**config.mk**
```make
export PLATFORM = sky130hd
export DESIGN_NAME = pc_fetch_unit_flat
export DESIGN_NICKNAME = d
export VERILOG_FILES = /design/src/rtl/pc_fetch_unit_pkg.sv /design/src/rtl/pc_fetch_unit_if.sv /design/src/rtl/pc_fetch_unit_pc_next_mux.sv /design/src/rtl/pc_fetch_unit.sv /design/src/flat_wrapper.sv
export SDC_FILE = /design/constraint.sdc
export NUM_CORES = 1
export LEC_CHECK = 0
export ABC_AREA = 1
export CORE_MARGIN = 8
export CORE_UTILIZATION = 34
export CTS_BUF_LIST = sky130_fd_sc_hd__clkbuf_4 sky130_fd_sc_hd__clkbuf_8
export DETAILED_ROUTE_END_ITERATION = 6
export PLACE_DENSITY = 0.71
export SLEW_MARGIN = 0
export SYNTH_ARGS = -nofsm -noshare
export SYNTH_HDL_FRONTEND = slang
export SYNTH_SLANG_ARGS = --single-unit
```
**constraint.sdc**
```tcl
create_clock -name clk -period 1.5 [get_ports clk]
set_input_delay 0.225 -clock clk [delete_from_list [all_inputs] [get_ports clk]]
set_output_delay 0.225 -clock clk [all_outputs]
set_load 0.02 [all_outputs]
```
**src/rtl/pc_fetch_unit_pkg.sv**
```systemverilog
// pc_fetch_unit_pkg: fetch-state encoding and default reset constants shared by front-end blocks
package pc_fetch_unit_pkg;

    typedef enum logic [1:0] {
        BOOT    = 2'd0,
        REQ     = 2'd1,
        DELIVER = 2'd2
    } fetch_state_e;

    localparam logic [31:0] DEFAULT_RESET_PC  = 32'h0000_0000;
    localparam logic [31:0] DEFAULT_NOP_INSTR = 32'h0000_0000;

endpackage

```
**src/rtl/pc_fetch_unit_if.sv**
```systemverilog
// pc_fetch_unit_if: PC, redirect, instruction-memory and decode-side signals of the fetch unit
interface pc_fetch_unit_if;

    logic [31:0] pc_out;
    logic [31:0] pc_inc;
    logic        branch_en;
    logic [31:0] branch_target;
    logic        jump_en;
    logic [31:0] jump_target;
    logic        stall;
    logic        imem_req;
    logic        imem_ack;
    logic [31:0] instr_in;
    logic [31:0] instr_out;
    logic        instr_valid;

    modport master (
        output pc_out, imem_req, instr_out, instr_valid,
        input  pc_inc, branch_en, branch_target, jump_en, jump_target,
               stall, imem_ack, instr_in
    );

    modport slave (
        input  pc_out, imem_req, instr_out, instr_valid,
        output pc_inc, branch_en, branch_target, jump_en, jump_target,
               stall, imem_ack, instr_in
    );

endinterface

```
**src/rtl/pc_fetch_unit_pc_next_mux.sv**
```systemverilog
// pc_next_mux: priority select of next PC, jump over branch over sequential
module pc_next_mux (
    input  logic        jump_en_i,
    input  logic [31:0] jump_target_i,
    input  logic        branch_en_i,
    input  logic [31:0] branch_target_i,
    input  logic [31:0] pc_inc_i,
    output logic        redirect_o,
    output logic [31:0] next_pc_o
);

    // jump wins when both redirects arrive together
    always_comb begin
        redirect_o = jump_en_i | branch_en_i;
        next_pc_o  = jump_en_i ? jump_target_i : branch_en_i ? branch_target_i : pc_inc_i;
    end

endmodule

```
**src/rtl/pc_fetch_unit.sv**
```systemverilog
// pc_fetch_unit: PC register and req/ack instruction-fetch sequencer
module pc_fetch_unit
    import pc_fetch_unit_pkg::*;
#(
    parameter logic [31:0] RESET_PC  = DEFAULT_RESET_PC,
    parameter logic [31:0] NOP_INSTR = DEFAULT_NOP_INSTR
) (
    input  logic            clk,
    input  logic            rst_n,
    pc_fetch_unit_if.master bus
);

    fetch_state_e state_q, state_d;
    logic [31:0]  pc_q, pc_d;
    logic [31:0]  instr_q, instr_d;
    logic         valid_q, valid_d;
    logic         kill_q, kill_d;
    logic [31:0]  redir_q, redir_d;
    logic         redirect;
    logic [31:0]  next_pc;

    pc_next_mux u_next_mux (
        .jump_en_i       (bus.jump_en),
        .jump_target_i   (bus.jump_target),
        .branch_en_i     (bus.branch_en),
        .branch_target_i (bus.branch_target),
        .pc_inc_i        (bus.pc_inc),
        .redirect_o      (redirect),
        .next_pc_o       (next_pc)
    );

    // state and datapath registers; a pending kill/redirect is dropped on reset
    always_ff @(posedge clk or negedge rst_n) begin
        if (!rst_n) begin
            state_q <= BOOT;
            pc_q    <= RESET_PC;
            instr_q <= NOP_INSTR;
            valid_q <= 1'b0;
            kill_q  <= 1'b0;
            redir_q <= 32'h0;
        end else begin
            state_q <= state_d;
            pc_q    <= pc_d;
            instr_q <= instr_d;
            valid_q <= valid_d;
            kill_q  <= kill_d;
            redir_q <= redir_d;
        end
    end

    // next state: pc only moves outside an outstanding request, so the fetch address stays stable
    always_comb begin
        state_d = state_q;
        pc_d    = pc_q;
        instr_d = instr_q;
        valid_d = valid_q;
        kill_d  = kill_q;
        redir_d = redir_q;
        case (state_q)
            BOOT: begin
                state_d = REQ;
                if (redirect) pc_d = next_pc;
            end
            REQ: begin
                if (bus.imem_ack) begin
                    if (kill_q || redirect) begin
                        pc_d   = redirect ? next_pc : redir_q;
                        kill_d = 1'b0;
                    end else begin
                        instr_d = bus.instr_in;
                        valid_d = 1'b1;
                        state_d = DELIVER;
                    end
                end else if (redirect) begin
                    redir_d = next_pc;
                    kill_d  = 1'b1;
                end
            end
            DELIVER: begin
                if (redirect) begin
                    valid_d = 1'b0;
                    instr_d = NOP_INSTR;
                    pc_d    = next_pc;
                    state_d = REQ;
                end else if (!bus.stall) begin
                    valid_d = 1'b0;
                    pc_d    = next_pc;
                    state_d = REQ;
                end
            end
            default: state_d = BOOT;
        endcase
    end

    // Moore outputs: request only while in REQ
    always_comb begin
        bus.imem_req    = state_q == REQ;
        bus.pc_out      = pc_q;
        bus.instr_out   = instr_q;
        bus.instr_valid = valid_q;
    end

endmodule

```
**src/flat_wrapper.sv**
```systemverilog
// flat-port wrapper written by rule: the top's interface ports become plain ports
module pc_fetch_unit_flat import pc_fetch_unit_pkg::*;
#(
    parameter logic [31:0] RESET_PC  = DEFAULT_RESET_PC,
    parameter logic [31:0] NOP_INSTR = DEFAULT_NOP_INSTR
)
  (clk, rst_n, bus_pc_out, bus_imem_req, bus_instr_out, bus_instr_valid, bus_pc_inc, bus_branch_en, bus_branch_target, bus_jump_en, bus_jump_target, bus_stall, bus_imem_ack, bus_instr_in);
  pc_fetch_unit_if bus_i ();
  input  logic clk;
  input  logic rst_n;
  output wire logic [$bits(bus_i.pc_out)-1:0] bus_pc_out;
  output wire logic [$bits(bus_i.imem_req)-1:0] bus_imem_req;
  output wire logic [$bits(bus_i.instr_out)-1:0] bus_instr_out;
  output wire logic [$bits(bus_i.instr_valid)-1:0] bus_instr_valid;
  input wire logic [$bits(bus_i.pc_inc)-1:0] bus_pc_inc;
  input wire logic [$bits(bus_i.branch_en)-1:0] bus_branch_en;
  input wire logic [$bits(bus_i.branch_target)-1:0] bus_branch_target;
  input wire logic [$bits(bus_i.jump_en)-1:0] bus_jump_en;
  input wire logic [$bits(bus_i.jump_target)-1:0] bus_jump_target;
  input wire logic [$bits(bus_i.stall)-1:0] bus_stall;
  input wire logic [$bits(bus_i.imem_ack)-1:0] bus_imem_ack;
  input wire logic [$bits(bus_i.instr_in)-1:0] bus_instr_in;
  assign bus_pc_out = bus_i.pc_out;
  assign bus_imem_req = bus_i.imem_req;
  assign bus_instr_out = bus_i.instr_out;
  assign bus_instr_valid = bus_i.instr_valid;
  assign bus_i.pc_inc = bus_pc_inc;
  assign bus_i.branch_en = bus_branch_en;
  assign bus_i.branch_target = bus_branch_target;
  assign bus_i.jump_en = bus_jump_en;
  assign bus_i.jump_target = bus_jump_target;
  assign bus_i.stall = bus_stall;
  assign bus_i.imem_ack = bus_imem_ack;
  assign bus_i.instr_in = bus_instr_in;
  pc_fetch_unit #(.RESET_PC(RESET_PC), .NOP_INSTR(NOP_INSTR)) u_core (.clk(clk), .rst_n(rst_n), .bus(bus_i));
endmodule
```
==> qor.csv <==
stage,metric,value,unit
routing,detailed-router iteration count before antenna repair,5,
clock_network,clk_lat worst skew,390,ps
sta,Final Max Tran Viols,0,
place,Post-DP HPWL,12.5,mm
clock_network,CTS Sinks,100,
sta,clock skew,15.7,ps
logic_synthesis,Post-Syn Area per Cell,7.43,sq um
clock_network,H-tree depth,3,
logic_synthesis,Post-synth ARST share,100,%
worst_setup_path,startpoint class of the critical path,register,
sta,Final setup viols,24,
worst_setup_path,critical path peak fanout,10,
clock_network,Root Driver,clkbuf_8,
final_layout,layout cell share with drive strength beyond 1,13.5,%
place,Final Wtd Congestion,0.822,
final_layout,"Area growth, synth to finish",56.5,%
global_routing,vias in the first global route,5316,
floorplan,Core Box Area,15700,sq um
floorplan,chip height,142,um
job,max cap viols,0,
sta,Final Hold Fails,0,
routing,final WL,18.6,mm
logic_synthesis,Post-synth EDFFs,0,
logic_synthesis,"Warnings, synthesis",0,
worst_setup_path,crit path kind,reg2reg,
final_layout,Antenna Diode Count,0,
routing,Routed Antenna Nets,0,
final_layout,post-layout util,53.8,%
sta,hold slack,299,ps
floorplan,Rows,46,
floorplan,total die area,20200,sq um
routing,via count,5632,
power,PwrDens,1790,nW/um^2
logic_synthesis,Synth Instances,727,
sta,worst-margin pin slew,370,ps
sta,Rel. slew slack,75.3,%
final_layout,final std cells w/o fill,1166,
routing,DRC,0,
routing,Initial DRC Count,290,
worst_setup_path,Worst EP required,1780,ps
floorplan,Starting Density,34.4,%
clock_network,clock slew at reported path FFs,100,ps
clock_network,Max Root-Sink Buffers,2,
power,worst vdd ir,1.05,mV
floorplan,Die X,142,um
final_layout,fill cell count,1476,
global_routing,wire length of the first global-routing pass,27.1,mm
clock_network,CTS tree,yes,
min_path,Min-Delay Path Class,in2async,
sta,fmax,0.655,GHz
routing,DR vias/cell,4.83,
logic_synthesis,Synth cell types,22,
global_routing,largest net degree at the start of global routing,41,
place,# placed instances,1129,
logic_synthesis,Synth Flop Type,dfrtp_1,
logic_synthesis,"Cell Area, Synth",5400,sq um
global_routing,All-Layer GR Usage,16.8,%
final_layout,# nets final,1079,
sta,Final min period,1530,ps
logic_synthesis,synthesized net count,861,
status,status,"finished, violations left",
global_routing,initial antenna violation count,1,
final_layout,"commonest non-fill, non-tap cells in the layout","251 x nand2_1, 131 x nand3_1, 131 x clkdlybuf4s50_1",
status,failing checks,negative setup slack,
global_routing,GRT overflow,0,
clock_network,total CTS buffers,9,
sta,RSZ-0062 raised after global routing,true,
worst_setup_path,critical path arrival,1810,ps
logic_synthesis,Synth Register Bits,100,
sta,period utilization,102,%
floorplan,Top Ports,200,
power,P_leak,4.01,nW
worst_setup_path,element type at the critical path end,register,
place,PortBufs,199,
routing,DR WL/cell,15.9,um
sta,final worst setup slack,-26.6,ps
logic_synthesis,sequential share of the synthesized area,46.3,%
final_layout,"commonest non-fill, non-tap cell in the layout",nand2_1,
## logic make-up (layout without fill, tap and decap cells)
group | count (synthesis) | after routing | share of synthesized area, %
AND/OR/NAND/NOR | 470 | 470 | 37.9
flip-flops | 100 | 100 | 46.3
AO/OA/AOI/OAI | 99 | 99 | 10.7
buffers and inverters | 58 | 281 | 5.12
## per-layer routing
metal  vias to the layer above  global-route usage, %  part of all wire, %
li1                       2831                      -                    -
met1                      2637                   20.8                   43
met2                       150                   26.4                   48
met3                        12                   7.28                  9.0
met4                         2                   4.18                 0.73
met5                         -                      0                0.070
## Yosys cell counts, types with 2 or more instances
master,instances,area [sq um]
o21a_1,32,240
nand2_2,4,25.0
nor2_1,36,135
nand2_1,263,987
buf_2,18,90.1
clkbuf_1,18,67.6
inv_1,6,22.5
nand3_1,131,656
or2_1,28,175
inv_2,3,11.3
or2_2,4,25.0
nor2_2,2,12.5
dfrtp_1,100,2500
o21ai_1,33,165
buf_1,6,22.5
buf_4,3,22.5
a21oi_1,33,165
buf_6,3,33.8
## registers in the layout, indices dropped and copies added (netlist names)
register                flops
u_core.kill_q               1
u_core.bus.pc_out          32
u_core.state_q              2
u_core.redir_q             32
u_core.bus.instr_out       32
u_core.bus.instr_valid      1
## layout make-up
class                      instances  area [sq um]  share of cell area, %
clock buffer                       9           124                   1.47
clock inverter                     7          58.8                  0.696
inverter                          10          40.0                  0.474
multi-input combinational        569          2780                   32.9
sequential                       100          2500                   29.6
tap                              216           270                   3.20
timing repair buffer             255          2680                   31.7
## metrics by stage
step           total power (W)  instance area, sq um  TNS (ps)  worst slack [ps]
5_1_grt                 0.0164                  8450     -4090              -105
4_1_cts                 0.0138                  7930         0              24.9
3_3_place_gp            0.0126                  7820    -24010              -307
6_report                0.0152                  8450      -271             -26.6
2_1_floorplan          0.00928                  5400         0               157
3_5_place_dp            0.0127                  7820    -26570              -337
## worst max-delay path, stage by stage (launching register included)
cell and delay, ps:
dfrtp_1 380, inv_2 60, buf_4 140, nor2_4 90
inv_2 60, o21ai_2 180, nand2_4 180, clkbuf_16 220
nand2_1 50, o21ai_1 60
## final timing paths
check,start,endpoint,slack [ps],cells past startpoint
worst min register to register,u_core.bus.pc_out[20],u_core.bus.pc_out[20],480,2
worst max register to register,u_core.state_q[1],u_core.bus.instr_out[30],-30,9
worst min-delay path,rst_n,u_core.redir_q[1],300,2
max in group asynchronous,rst_n,u_core.redir_q[7],650,3
min in group clk,bus_instr_in[29],u_core.bus.instr_out[29],380,3
worst max-delay path,u_core.state_q[1],u_core.bus.instr_out[30],-30,9
## timing repair
action | in CTS | in global routing
hold buffers | 1 | 0
setup endpoints to repair | 66 | 64
pin swaps | 0 | 21
hold endpoints to repair | 21 | 0
cloned | 0 | 13
gates resized for setup | 69 | 54
buffers inserted | 0 | 7
## where the power goes
part | total (W) | internal (W) | switching [W] | leakage, nW
Sequential | 0.00473 | 0.00403 | 0.000703 | 1.18
Combinational | 0.00873 | 0.00388 | 0.00485 | 2.74
Clock | 0.00169 | 0.000630 | 0.00106 | 0.0921
Total | 0.0152 | 0.00854 | 0.00661 | 4.01
Power figures use the tool's default switching activity.
